File: config.mk
export PLATFORM = sky130hd
export DESIGN_NAME = spi_slave
export DESIGN_NICKNAME = d
export VERILOG_FILES = /design/src/rtl/spi_slave.sv
export SDC_FILE = /design/constraint.sdc
export NUM_CORES = 1
export LEC_CHECK = 0
export ABC_CLOCK_PERIOD_IN_PS = 1800
export CORE_ASPECT_RATIO = 1.1
export CORE_MARGIN = 2
export CORE_UTILIZATION = 53
export DETAILED_ROUTE_END_ITERATION = 10
export GPL_ROUTABILITY_DRIVEN = 0
export PLACE_DENSITY = 0.89
export REMOVE_ABC_BUFFERS = 1
export SLEW_MARGIN = 10
export SYNTH_ARGS = -nofsm -noshare
export SYNTH_HDL_FRONTEND = slang
export SYNTH_SLANG_ARGS = --single-unit
File: constraint.sdc
create_clock -name iClk -period 1.8 [get_ports iClk]
set_input_delay 0.18 -clock iClk [delete_from_list [all_inputs] [get_ports iClk]]
set_output_delay 0.18 -clock iClk [all_outputs]
set_load 0.005 [all_outputs]
File: src/rtl/spi_slave.sv
// SPI slave endpoint, fully synchronous to iClk: SPI pins are synchronised and edge-detected.
// All four CPOL/CPHA modes; MSB-first words; one-deep transmit holding register.
module spi_slave #(
    parameter int                    DATA_WIDTH  = 8,
    parameter int                    SYNC_STAGES = 2,
    parameter logic [DATA_WIDTH-1:0] TX_IDLE     = {DATA_WIDTH{1'b1}}
) (
    input  logic                  iClk,
    input  logic                  iRstN,
    input  logic                  iCpol,
    input  logic                  iCpha,
    input  logic                  iSpiCs,
    input  logic                  iSpiClk,
    input  logic                  iSpiMosi,
    output logic                  oSpiMiso,
    output logic                  oSpiMisoOe,
    input  logic [DATA_WIDTH-1:0] iTxData,
    input  logic                  iTxValid,
    output logic                  oTxReady,
    output logic [DATA_WIDTH-1:0] oRxData,
    output logic                  oRxValid,
    output logic                  oBusy
);

    localparam int CW = $clog2(DATA_WIDTH + 1);

    typedef enum logic {
        S_IDLE   = 1'b0,
        S_ACTIVE = 1'b1
    } state_t;

    state_t r_state;
    state_t w_state_next;

    logic [SYNC_STAGES-1:0] r_cs_sync;
    logic [SYNC_STAGES-1:0] r_clk_sync;
    logic [SYNC_STAGES-1:0] r_mosi_sync;
    logic                   r_sclk_prev;

    logic [CW-1:0]         r_bit_cnt;
    logic [DATA_WIDTH-1:0] r_rx_shift;
    logic [DATA_WIDTH-1:0] r_tx_shift;
    logic [DATA_WIDTH-1:0] r_rx_data;
    logic                  r_rx_valid;
    logic [DATA_WIDTH-1:0] r_hold;
    logic                  r_hold_valid;
    logic                  r_miso;
    logic                  r_oe;
    logic                  r_busy;

    logic                  w_cs;
    logic                  w_sclk;
    logic                  w_mosi;
    logic                  w_rise;
    logic                  w_fall;
    logic                  w_lead;
    logic                  w_trail;
    logic                  w_sample_edge;
    logic                  w_shift_edge;
    logic                  w_start;
    logic                  w_abort;
    logic                  w_sample;
    logic                  w_shift;
    logic                  w_load;
    logic                  w_capture;
    logic [DATA_WIDTH-1:0] w_load_word;

    // Synchronisers reset to the bus idle levels so no phantom edge appears after reset.
    always_ff @(posedge iClk) begin
        if (!iRstN) begin
            r_cs_sync   <= '1;
            r_clk_sync  <= {SYNC_STAGES{iCpol}};
            r_mosi_sync <= '0;
            r_sclk_prev <= iCpol;
        end else begin
            r_cs_sync   <= {r_cs_sync[SYNC_STAGES-2:0], iSpiCs};
            r_clk_sync  <= {r_clk_sync[SYNC_STAGES-2:0], iSpiClk};
            r_mosi_sync <= {r_mosi_sync[SYNC_STAGES-2:0], iSpiMosi};
            r_sclk_prev <= w_sclk;
        end
    end

    assign w_cs   = r_cs_sync[SYNC_STAGES-1];
    assign w_sclk = r_clk_sync[SYNC_STAGES-1];
    assign w_mosi = r_mosi_sync[SYNC_STAGES-1];

    assign w_rise        = w_sclk & ~r_sclk_prev;
    assign w_fall        = ~w_sclk & r_sclk_prev;
    assign w_lead        = iCpol ? w_fall : w_rise;
    assign w_trail       = iCpol ? w_rise : w_fall;
    assign w_sample_edge = iCpha ? w_trail : w_lead;
    assign w_shift_edge  = iCpha ? w_lead : w_trail;

    always_ff @(posedge iClk) begin
        if (!iRstN) begin
            r_state <= S_IDLE;
        end else begin
            r_state <= w_state_next;
        end
    end

    always_comb begin
        w_state_next = r_state;
        w_start      = 1'b0;
        w_abort      = 1'b0;
        w_sample     = 1'b0;
        w_shift      = 1'b0;
        case (r_state)
            S_IDLE: begin
                if (!w_cs) begin
                    w_state_next = S_ACTIVE;
                    w_start      = 1'b1;
                end
            end
            S_ACTIVE: begin
                if (w_cs) begin
                    w_state_next = S_IDLE;
                    w_abort      = 1'b1;
                end else begin
                    w_sample = w_sample_edge;
                    w_shift  = w_shift_edge;
                end
            end
            default: w_state_next = S_IDLE;
        endcase
    end

    // CPHA=0 presents its first MSB before any clock edge, so it loads at selection.
    assign w_load      = (w_start & ~iCpha) | (w_shift & (r_bit_cnt == '0));
    assign w_load_word = r_hold_valid ? r_hold : TX_IDLE;
    assign w_capture   = iTxValid & ~r_hold_valid;

    always_ff @(posedge iClk) begin
        if (!iRstN) begin
            r_bit_cnt    <= '0;
            r_rx_shift   <= '0;
            r_tx_shift   <= '0;
            r_rx_data    <= '0;
            r_rx_valid   <= 1'b0;
            r_hold       <= '0;
            r_hold_valid <= 1'b0;
            r_miso       <= 1'b0;
            r_oe         <= 1'b0;
            r_busy       <= 1'b0;
        end else begin
            r_rx_valid <= 1'b0;
            if (w_start) begin
                r_busy <= 1'b1;
                r_oe   <= 1'b1;
            end
            if (w_abort) begin
                r_busy     <= 1'b0;
                r_oe       <= 1'b0;
                r_bit_cnt  <= '0;
                r_rx_shift <= '0;
                r_tx_shift <= '0;
                r_miso     <= 1'b0;
            end
            if (w_sample) begin
                r_rx_shift <= {r_rx_shift[DATA_WIDTH-2:0], w_mosi};
                if (r_bit_cnt == CW'(DATA_WIDTH - 1)) begin
                    r_rx_data  <= {r_rx_shift[DATA_WIDTH-2:0], w_mosi};
                    r_rx_valid <= 1'b1;
                    r_bit_cnt  <= '0;
                end else begin
                    r_bit_cnt <= r_bit_cnt + CW'(1);
                end
            end
            if (w_load) begin
                r_tx_shift <= w_load_word;
                r_miso     <= w_load_word[DATA_WIDTH-1];
            end else if (w_shift) begin
                r_tx_shift <= {r_tx_shift[DATA_WIDTH-2:0], 1'b0};
                r_miso     <= r_tx_shift[DATA_WIDTH-2];
            end
            // A load from an empty register takes TX_IDLE, leaving room for a same-cycle capture.
            if (w_load && r_hold_valid) begin
                r_hold_valid <= 1'b0;
            end else if (w_capture) begin
                r_hold       <= iTxData;
                r_hold_valid <= 1'b1;
            end
        end
    end

    assign oSpiMiso   = r_miso;
    assign oSpiMisoOe = r_oe;
    assign oTxReady   = ~r_hold_valid;
    assign oRxData    = r_rx_data;
    assign oRxValid   = r_rx_valid;
    assign oBusy      = r_busy;

endmodule

# ---- Word level (Yosys, flattened, before mapping)
# Cells that the tools add are included.
dict set report op_classes {
  add_sub_neg 1
  eq_ne 1
  n_mux 26
  bitwise_logic 12
  reduce_logical 9
}
# operator count
set op_table {}
lappend op_table {{$mux 7} 4}
lappend op_table {{$mux 1} 17}
lappend op_table {{$mux 4} 3}
lappend op_table {{$mux 8} 1}
lappend op_table {{$not 1->1} 6}
lappend op_table {{$reduce_and 2->1} 3}
lappend op_table {{$and 1x1->1} 5}
lappend op_table {{$add 4x1->4 const B} 1}
lappend op_table {{$eq 4x3->1 const B} 1}
lappend op_table {{$logic_not 4->1} 1}
lappend op_table {{$reduce_or 2->1} 2}
lappend op_table {{$reduce_bool 3->1} 1}
lappend op_table {{$mux 2} 1}
lappend op_table {{$reduce_bool 2->1} 1}
lappend op_table {{$logic_and 1x1->1} 1}
lappend op_table {{$or 1x1->1} 1}
dict set report totals {
  ff_bits 46
  input_bits 16
  out_inout_bits 13
  elab_cells 63
}

# ---- Longest topological paths before layout
# Gate-level depths: netlist (run 1).
dict set report logic_depth {
  depth_word 11
  depth_mapped 7
  ltp_nobuf 6
}

# ---- Worst setup path after synthesis (run 1)
# No wires, ideal clock.
dict set report synth_timing {
  path_type {register to register}
  start {register r_bit_cnt[0]}
  end {register r_tx_shift[6]}
  setup_ns 0.091
  arrival_ns 1.510
  t_required_ns 1.709
  slack_ns 0.199
  stages_incl_launch_ff 8
  n_path_buf 1
  path_cell_list {dfxtp_1 -> inv_1 -> ha_1 -> or3b_2 -> buf_1 -> nor2_1 -> a21oi_1 -> a311oi_1}
}
dict set report synth_via {
  elab_chain_cells 4
  word_cells_on_any_way 5
  classes_between {mux (1); bitwise (2); reduce/logical (2)}
}
# element line_no
set synth_rtl {}
lappend synth_rtl {{start: declaration} 40} ;# logic [CW-1:0] r_bit_cnt;
lappend synth_rtl {{start signal: assignment} 166} ;# r_bit_cnt <= r_bit_cnt + CW'(1);
lappend synth_rtl {{$logic_not 4->1 *} 129} ;# assign w_load = (w_start & ~iCpha) | (w_shift & (r_bit_cnt == '0));
lappend synth_rtl {{$and 1x1->1 *} 129}
lappend synth_rtl {{$or 1x1->1 *} 129}
lappend synth_rtl {{$reduce_bool 3->1 (no source line) / $mux 7 (equally long branches)} n/a}
lappend synth_rtl {{end signal: assignment} 170} ;# r_tx_shift <= w_load_word;
lappend synth_rtl {{end signal: assignment} 173} ;# r_tx_shift <= {r_tx_shift[DATA_WIDTH-2:0], 1'b0};
lappend synth_rtl {{end: declaration} 42} ;# logic [DATA_WIDTH-1:0] r_tx_shift;
# Mark *: on every way between the ends. The rest lies on a longest branch, timed or not.
# A chain may end at the register's enable or synchronous reset.

# ---- Worst setup path in the final report (run 1)
dict set report layout_timing {
  start {register r_clk_sync[1]}
  end {register r_tx_shift[4]}
}
dict set report layout_via {
  elab_chain_cells 9
  word_cells_on_any_way 13
  classes_between {mux (7); bitwise (5); reduce/logical (1)}
}
# element line_no
set layout_rtl {}
lappend layout_rtl {{start: declaration} 36} ;# logic [SYNC_STAGES-1:0] r_clk_sync;
lappend layout_rtl {{start signal: assignment} 72} ;# r_clk_sync <= {SYNC_STAGES{iCpol}};
lappend layout_rtl {{start signal: assignment} 77} ;# r_clk_sync <= {r_clk_sync[SYNC_STAGES-2:0], iSpiClk};
lappend layout_rtl {{$not 1->1} 88} ;# assign w_fall = ~w_sclk & r_sclk_prev;
lappend layout_rtl {{$and 1x1->1} 88}
lappend layout_rtl {{$mux 1 (on tied branches)} {90, 89}}
lappend layout_rtl {{$mux 1 *} 92} ;# assign w_shift_edge = iCpha ? w_lead : w_trail;
lappend layout_rtl {{$mux 1 *} 116} ;# if (w_cs) begin
lappend layout_rtl {{$mux 1 *} 108} ;# case (r_state)
lappend layout_rtl {{$and 1x1->1} 129}
lappend layout_rtl {{$or 1x1->1} 129}
lappend layout_rtl {{$reduce_bool 3->1 (no source line) / $mux 7 (equally long branches)} n/a}
# Marks and branches as above.

==> results.py, run 1 <==
metrics = {
    "status": {
        "outcome": "completed",
    },
    "setup_path": {
        "timing.reg2reg.worst_path_depth": 4,
        "critPathLaunchType": "flip-flop",
        "rr_startpoint": "r_clk_sync[1]$_DFF_P_",
        "critical_path.reg2reg.endpoint": "r_tx_shift[4]$_SDFFE_PN0P_",
        "path_class": "flip-flop to flip-flop",
        "crit_required_ns": 2.00,
        "worstPathArrival_ns": 1.89,
        "worst-r2r-setup-slack_ns": 0.11,
        "worst-path-max-fanout": 15,
        "setup.worst_path.end_class": "flip-flop",
    },
    "clock_network": {
        "clock-root-buffer": "sky130_fd_sc_hd__clkbuf_8",
        "worstSkewPairLatency_ns": 0.30,
        "htreeDepth": 2,
        "cts_buffers": 5,
        "cts_max_path_buffers": 2,
        "cts_setup_buffers": 0,
        "cts_num_sinks": 46,
        "cts_hold_buffers_added": 0,
        "tritoncts": "built",
        "path_clk_slew_ns": 0.08,
    },
    "synthesis": {
        "ranking_of_synthesized_cells_by_instance_count": "46 x sky130_fd_sc_hd__dfxtp_1, 44 x sky130_fd_sc_hd__nand2_1, 20 x sky130_fd_sc_hd__a21oi_1",
        "yosysWarningCount": 0,
        "synth.most_common_cell": "sky130_fd_sc_hd__dfxtp_1",
        "yosys_most_used_dff": "sky130_fd_sc_hd__dfxtp_1",
        "seq_area_frac_synth": 0.449,
        "ys_top_cells_by_area": "sky130_fd_sc_hd__dfxtp_1 45%, sky130_fd_sc_hd__nand2_1 8.1%, sky130_fd_sc_hd__a21oi_1 4.9%",
        "post_synth.cell_area_avg_sq_um": 8.58,
        "syn-instance-count": 239,
        "synthDominantAreaCellType": "sky130_fd_sc_hd__dfxtp_1",
        "yosys.area.top_type_share": 0.449,
        "ys_ff_latch": 46,
        "netlist-cell-type-count": 36,
        "postSynth.asyncResetShare": 0,
        "synth_edf_count": 0,
        "syn_area_sq_mm": 0.00205,
    },
    "hold_path": {
        "hold_path.class": "flip-flop to flip-flop",
        "holdCritStartpoint": "r_cs_sync[0]$_SDFF_PN1_",
        "holdPathEnd": "r_cs_sync[1]$_SDFF_PN1_",
        "hold_path_depth": 1,
    },
    "drt": {
        "totalWireLength_mm": 4.29,
        "detail_route.iter0.violations": 113,
        "routed_wire_length_per_instance_um": 13.2,
        "drt_pre_antenna_iters": 4,
        "detail_route.drc_violations": 0,
        "vias": 1861,
        "route.antenna.remaining_nets": 0,
        "drt-vias-per-instance": 5.73,
    },
    "sta": {
        "slack_of_the_critical_path_ns": 0.108,
        "relSlewSlack": 0.776,
        "clock.fmax_ghz": 0.591,
        "final_period_minus_worst_setup_slack_ns": 1.69,
        "worstMarginPinSlew_ns": 0.332,
        "timing.final.max_slew_violations": 0,
        "finClkSkew_ns": 0.00610,
        "final-setup-viol-count": 0,
        "final_min_period_over_clock_period": 0.940,
        "hold_viol": 0,
        "fin_setup_tns_ns": 0,
    },
    "pwr": {
        "p_per_area_mw_per_mm2": 772,
        "irDropWorstVdd_v": 0.000622,
        "finalPower_mw": 2.00,
        "static_leakage_nw": 0.910,
    },
    "finish": {
        "drive_gt1_frac": 0.120,
        "areaGrowthSynthToFinish_pct": 26.3,
        "antenna_cells_inserted": 0,
        "sequential_cell_area_sq_um": 922,
        "layout.nets": 292,
        "num-fill-cells": 305,
        "multi_input_gate_area_in_the_final_layout_sq_mm": 0.00106,
        "final_util": 0.703,
    },
    "die": {
        "fp.dieArea_sq_mm": 0.00438,
        "die_width_um": 63.3,
        "core_sq_mm": 0.00368,
        "floorplan.io_pins": 29,
        "num_rows": 23,
        "die_h_um": 69.2,
        "initial_utilization": 0.556,
    },
    "placement": {
        "post-dp-hpwl_mm": 3.02,
        "place_ws_ns": -0.178,
        "place.port_buffers": 28,
    },
    "global_routing": {
        "grt_pass1_wl_mm": 7.29,
        "global_route_total_usage_across_every_layer": 0.206,
        "grt_overflow": 0,
        "pin_count_of_the_biggest_net_entering_global_routing": 31,
        "first_global_vias": 1687,
        "antenna_found_initial": 0,
    },
    "run": {
        "max_cap_viol_count": 0,
    },
}
[flip-flops by register name, indices dropped and copies added, names as in the netlist, 2 cells and up]
name / flops
oRxData: 8
r_bit_cnt: 4
r_clk_sync: 2
r_cs_sync: 2
r_hold: 8
r_mosi_sync: 2
r_rx_shift: 7
r_tx_shift: 7
[metal layers]
layer,routed length [um],GRT usage,up-vias
li1,-,-,924
met1,1760,0.246,872
met2,2240,0.351,59
met3,217,0.0438,6
met4,68,0.0990,0
met5,0,0,-
[worst max-delay path: stages, from the launching register on]
cell,delay (ns)
sky130_fd_sc_hd__dfxtp_1,0.46
sky130_fd_sc_hd__nor4bb_1,0.39
sky130_fd_sc_hd__mux2_4,0.32
sky130_fd_sc_hd__a32oi_1,0.13
sky130_fd_sc_hd__a311oi_1,0.30
[per-stage QoR]
step                cell area [sq um]  hold WS [ns]  instances
global placement                 2470         0.391        317
global route                     2590         0.426        325
CTS                              2570         0.410        325
floorplan                        1970         0.253        222
detailed placement               2470         0.396        317
finish                           2590         0.415        325
[kinds of logic (layout without fill, tap and decap cells)]
group / Yosys count / in the layout / share of synthesized area
fa+ha+maj: 2 / 2 / 0.0122
buf+inv: 21 / 57 / 0.0439
xor+xnor: 1 / 1 / 0.00794
flops: 46 / 46 / 0.449
mux: 12 / 12 / 0.0617
compound gates: 50 / 50 / 0.163
simple gates: 107 / 107 / 0.262
[report_power, final]
| group | switching [mW] | total, mW | leakage, nW | internal [mW] |
|---|---|---|---|---|
| Clock | 0.354 | 0.670 | 0.0478 | 0.316 |
| Combinational | 0.121 | 0.242 | 0.487 | 0.121 |
| Sequential | 0.0311 | 1.09 | 0.376 | 1.05 |
| Total | 0.506 | 2.00 | 0.910 | 1.49 |
[cells in the final DEF (no fill, tap or decap), types with 7 or more instances in the layout]
cell type	synthesis	routed
sky130_fd_sc_hd__clkdlybuf4s50_1	0	28
sky130_fd_sc_hd__nor3_1	8	8
sky130_fd_sc_hd__buf_4	2	15
sky130_fd_sc_hd__o211ai_1	10	10
sky130_fd_sc_hd__nand2b_1	11	11
sky130_fd_sc_hd__nor2_1	7	7
sky130_fd_sc_hd__mux2i_1	10	10
sky130_fd_sc_hd__a21oi_1	20	20
sky130_fd_sc_hd__dfxtp_1	46	45
sky130_fd_sc_hd__nand3_1	16	16
sky130_fd_sc_hd__nand2_1	44	44
[cell type report]
cell class                 count  area share
tap                           50      0.0242
sequential                    46       0.356
clock inverter                 2     0.00628
clock buffer                   6      0.0319
multi-input combinational    172       0.408
timing repair buffer          45       0.167
inverter                       4     0.00580
[timing repair]
item                       4_1_cts  5_1_grt
hold endpoints to repair         0        0
resized for setup                0        5
setup endpoints to repair        0        8
[how the worst max path moves through the flow]
stage / start / endpoint / slack (ns) / depth (start not counted)
after detailed placement: iCpol / r_tx_shift[5]$_SDFFE_PN0P_ / -0.18 / 7
after floorplan: r_bit_cnt[0]$_SDFFE_PN0P_ / r_tx_shift[6]$_SDFFE_PN0P_ / 0.26 / 6
after CTS: r_bit_cnt[0]$_SDFFE_PN0P_ / r_tx_shift[6]$_SDFFE_PN0P_ / 0.003 / 6
after global placement: iCpol / oRxData[2]$_SDFFE_PN0P_ / -0.04 / 6
after global routing: iCpha / r_tx_shift[4]$_SDFFE_PN0P_ / -0.003 / 7
final: r_clk_sync[1]$_DFF_P_ / r_tx_shift[4]$_SDFFE_PN0P_ / 0.11 / 4
No activity file was read; power rests on OpenSTA's default activity.
==> inputs of run 2 (changes only) <==
--- a/config.mk
+++ b/config.mk
@@ -8,10 +8,11 @@
 export ABC_CLOCK_PERIOD_IN_PS = 1800
 export CORE_ASPECT_RATIO = 1.1
 export CORE_MARGIN = 2
-export CORE_UTILIZATION = 53
+export CORE_UTILIZATION = 60
 export DETAILED_ROUTE_END_ITERATION = 10
+export DONT_BUFFER_PORTS = 1
 export GPL_ROUTABILITY_DRIVEN = 0
-export PLACE_DENSITY = 0.89
+export PLACE_DENSITY = 0.87
 export REMOVE_ABC_BUFFERS = 1
 export SLEW_MARGIN = 10
 export SYNTH_ARGS = -nofsm -noshare
==> run 2 against run 1 <==
Combinational power shrank 16%. First-iteration DRC count fell by 28%. Via count decreased by 2.7%. Power shrank 4.4%. Cell area is 9.8% lower. Clock-buffer cell count rose by 1. Worst hold slack worse by 0.38 ns. Sequential share of layout area rose by 3.8 points. Cell count down 10%. Critical endpoint unchanged. Highest routed layer unchanged.
==> results.py, run 2 (synthesized netlist as in run 1, its figures left out) <==
metrics = {
    "sta": {
        "finClkSkew_ns": 0.0170,
        "fin_setup_tns_ns": 0,
        "final_min_period_over_clock_period": 0.949,
        "final-setup-viol-count": 0,
        "clock.fmax_ghz": 0.585,
        "worstMarginPinSlew_ns": 0.832,
        "relSlewSlack": 0.445,
        "unrepaired_setup_endpoints_after_global_routing": "false",
        "timing.hold.ws_ns": 0.0363,
        "timing.final.max_slew_violations": 0,
        "final_period_minus_worst_setup_slack_ns": 1.71,
        "hold_viol": 0,
    },
    "hold_path": {
        "hold_path_depth": 2,
        "hold_path.class": "primary input to flip-flop",
        "holdPathEnd": "r_bit_cnt[2]$_SDFFE_PN0P_",
        "holdCritStartpoint": "iRstN",
    },
    "global_routing": {
        "pin_count_of_the_biggest_net_entering_global_routing": 26,
        "grt_overflow": 0,
        "global_route_total_usage_across_every_layer": 0.247,
        "antenna_found_initial": 0,
        "grt_pass1_wl_mm": 7.42,
        "first_global_vias": 1740,
    },
    "pwr": {
        "seqPwrFrac": 0.568,
        "finalPower_mw": 1.91,
        "share_clk_of_total_power": 0.325,
        "irDropWorstVdd_v": 0.000560,
        "intPower_mw": 1.44,
        "switching_share": 0.247,
        "p_sw_mw": 0.471,
        "p_per_area_mw_per_mm2": 818,
        "static_leakage_nw": 0.833,
        "p_comb_frac": 0.107,
    },
    "setup_path": {
        "rr_startpoint": "r_state$_SDFF_PN0_",
        "critPathLaunchType": "flip-flop",
        "timing.reg2reg.worst_path_depth": 4,
        "worst-r2r-setup-slack_ns": 0.09,
        "worstPathArrival_ns": 1.97,
        "critical_path.reg2reg.endpoint": "r_tx_shift[4]$_SDFFE_PN0P_",
        "worst-path-max-fanout": 15,
        "setup.worst_path.end_class": "flip-flop",
        "crit_required_ns": 2.06,
        "path_class": "flip-flop to flip-flop",
    },
    "drt": {
        "routed_wire_length_per_instance_um": 15.4,
        "totalWireLength_mm": 4.50,
        "route.antenna.remaining_nets": 0,
        "detail_route.drc_violations": 0,
        "drt-vias-per-instance": 6.20,
        "vias": 1811,
        "detail_route.iter0.violations": 81,
        "drt_pre_antenna_iters": 4,
    },
    "finish": {
        "fin_area_sq_mm": 0.00234,
        "most-common-layout-cells": "46 x sky130_fd_sc_hd__dfxtp_1, 44 x sky130_fd_sc_hd__nand2_1, 20 x sky130_fd_sc_hd__a21oi_1",
        "mostFrequentLayoutCell": "sky130_fd_sc_hd__dfxtp_1",
        "sequential_cell_area_sq_um": 921,
        "layout.nets": 273,
        "antenna_cells_inserted": 0,
        "areaGrowthSynthToFinish_pct": 14.0,
        "multi_input_gate_area_in_the_final_layout_sq_mm": 0.00104,
        "num-fill-cells": 238,
        "drive_gt1_frac": 0.0859,
    },
    "die": {
        "die_h_um": 65.3,
        "initial_utilization": 0.620,
        "core_sq_mm": 0.00330,
        "num_rows": 22,
        "floorplan.io_pins": 29,
        "fp.dieArea_sq_mm": 0.00390,
        "die_width_um": 59.7,
    },
    "placement": {
        "post_dp_cell_area_sq_mm": 0.00210,
        "post-dp-hpwl_mm": 2.78,
        "place.port_buffers": 0,
    },
    "clock_network": {
        "cts_buffers": 5,
        "tritoncts": "built",
        "htreeDepth": 2,
        "clock-root-buffer": "sky130_fd_sc_hd__clkbuf_4",
        "path_clk_slew_ns": 0.14,
        "cts_num_sinks": 46,
        "cts_max_path_buffers": 2,
        "cts_setup_buffers": 0,
        "worstSkewPairLatency_ns": 0.36,
    },
    "status": {
        "outcome": "completed",
    },
    "run": {
        "max_cap_viol_count": 0,
    },
}
## run 2: cell types whose count changed in the layout (fill, tap and decap cells not counted), moves of 2 or more
cell	previous run	this run
sky130_fd_sc_hd__buf_4	15	11
sky130_fd_sc_hd__clkbuf_8	6	0
sky130_fd_sc_hd__clkbuf_4	0	5
sky130_fd_sc_hd__clkdlybuf4s50_1	28	0
sky130_fd_sc_hd__dlygate4sd3_1	0	14
sky130_fd_sc_hd__clkbuf_1	0	2
sky130_fd_sc_hd__buf_12	2	0
## run 2: power by group through the flow
| stage | Combinational, mW | Sequential [mW] | Clock [mW] |
|---|---|---|---|
| 6_report | 0.204 | 1.09 | 0.621 |
| 5_1_grt | 0.223 | 1.09 | 0.671 |
| 4_1_cts | 0.195 | 1.08 | 0.619 |
| 3_5_place_dp | 0.163 | 1.11 | 0 |
| 3_3_place_gp | 0.156 | 1.11 | 0 |
| 2_1_floorplan | 0.124 | 1.10 | 0 |
## run 2: final cells by class
cell class | instances | share of cell area
clock buffer | 7 | 0.0193
clock inverter | 1 | 0.0129
inverter | 4 | 0.00643
multi-input combinational | 172 | 0.447
sequential | 46 | 0.394
tap | 36 | 0.0193
timing repair buffer | 26 | 0.101
## run 2: worst max path at each step
stage / from / endpoint / slack, ns / cells past startpoint
floorplan: r_bit_cnt[0]$_SDFFE_PN0P_ / r_tx_shift[6]$_SDFFE_PN0P_ / 0.26 / 6
global placement: r_bit_cnt[0]$_SDFFE_PN0P_ / r_tx_shift[6]$_SDFFE_PN0P_ / 0.19 / 6
detailed placement: r_state$_SDFF_PN0_ / r_tx_shift[4]$_SDFFE_PN0P_ / 0.06 / 4
CTS: r_state$_SDFF_PN0_ / r_tx_shift[4]$_SDFFE_PN0P_ / 0.04 / 4
global route: r_state$_SDFF_PN0_ / r_tx_shift[4]$_SDFFE_PN0P_ / 0.02 / 4
finish: r_state$_SDFF_PN0_ / r_tx_shift[4]$_SDFFE_PN0P_ / 0.09 / 4
## run 2: critical path, cell delays in order (launching register included)
cell and delay (ns):
sky130_fd_sc_hd__dfxtp_1 0.50, sky130_fd_sc_hd__nor4bb_1 0.33, sky130_fd_sc_hd__mux2_4 0.30, sky130_fd_sc_hd__a32oi_1 0.14, sky130_fd_sc_hd__a311oi_1 0.34
## run 2: per-stage QoR
stage / setup slack (ns) / util / instances
detailed placement: 0.0635 / 0.636 / 269
global route: 0.0216 / 0.707 / 292
CTS: 0.0374 / 0.702 / 291
global placement: 0.195 / 0.636 / 269
floorplan: 0.265 / - / 222
finish: 0.0914 / 0.707 / 292
## run 2: what timing repair did
action | 4_1_cts | 5_1_grt
hold buffers | 14 | 1
gates resized for setup | 0 | 3
endpoints found under the setup margin | 0 | 8
endpoints found under the hold margin | 25 | 1
## run 2: metal layers
layer | track usage | vias to the layer above | wire length (um)
met5 | 0 | - | 0
met3 | 0.0669 | 9 | 286
met1 | 0.283 | 846 | 1870
li1 | - | 885 | -
met4 | 0.122 | 0 | 82
met2 | 0.413 | 71 | 2260
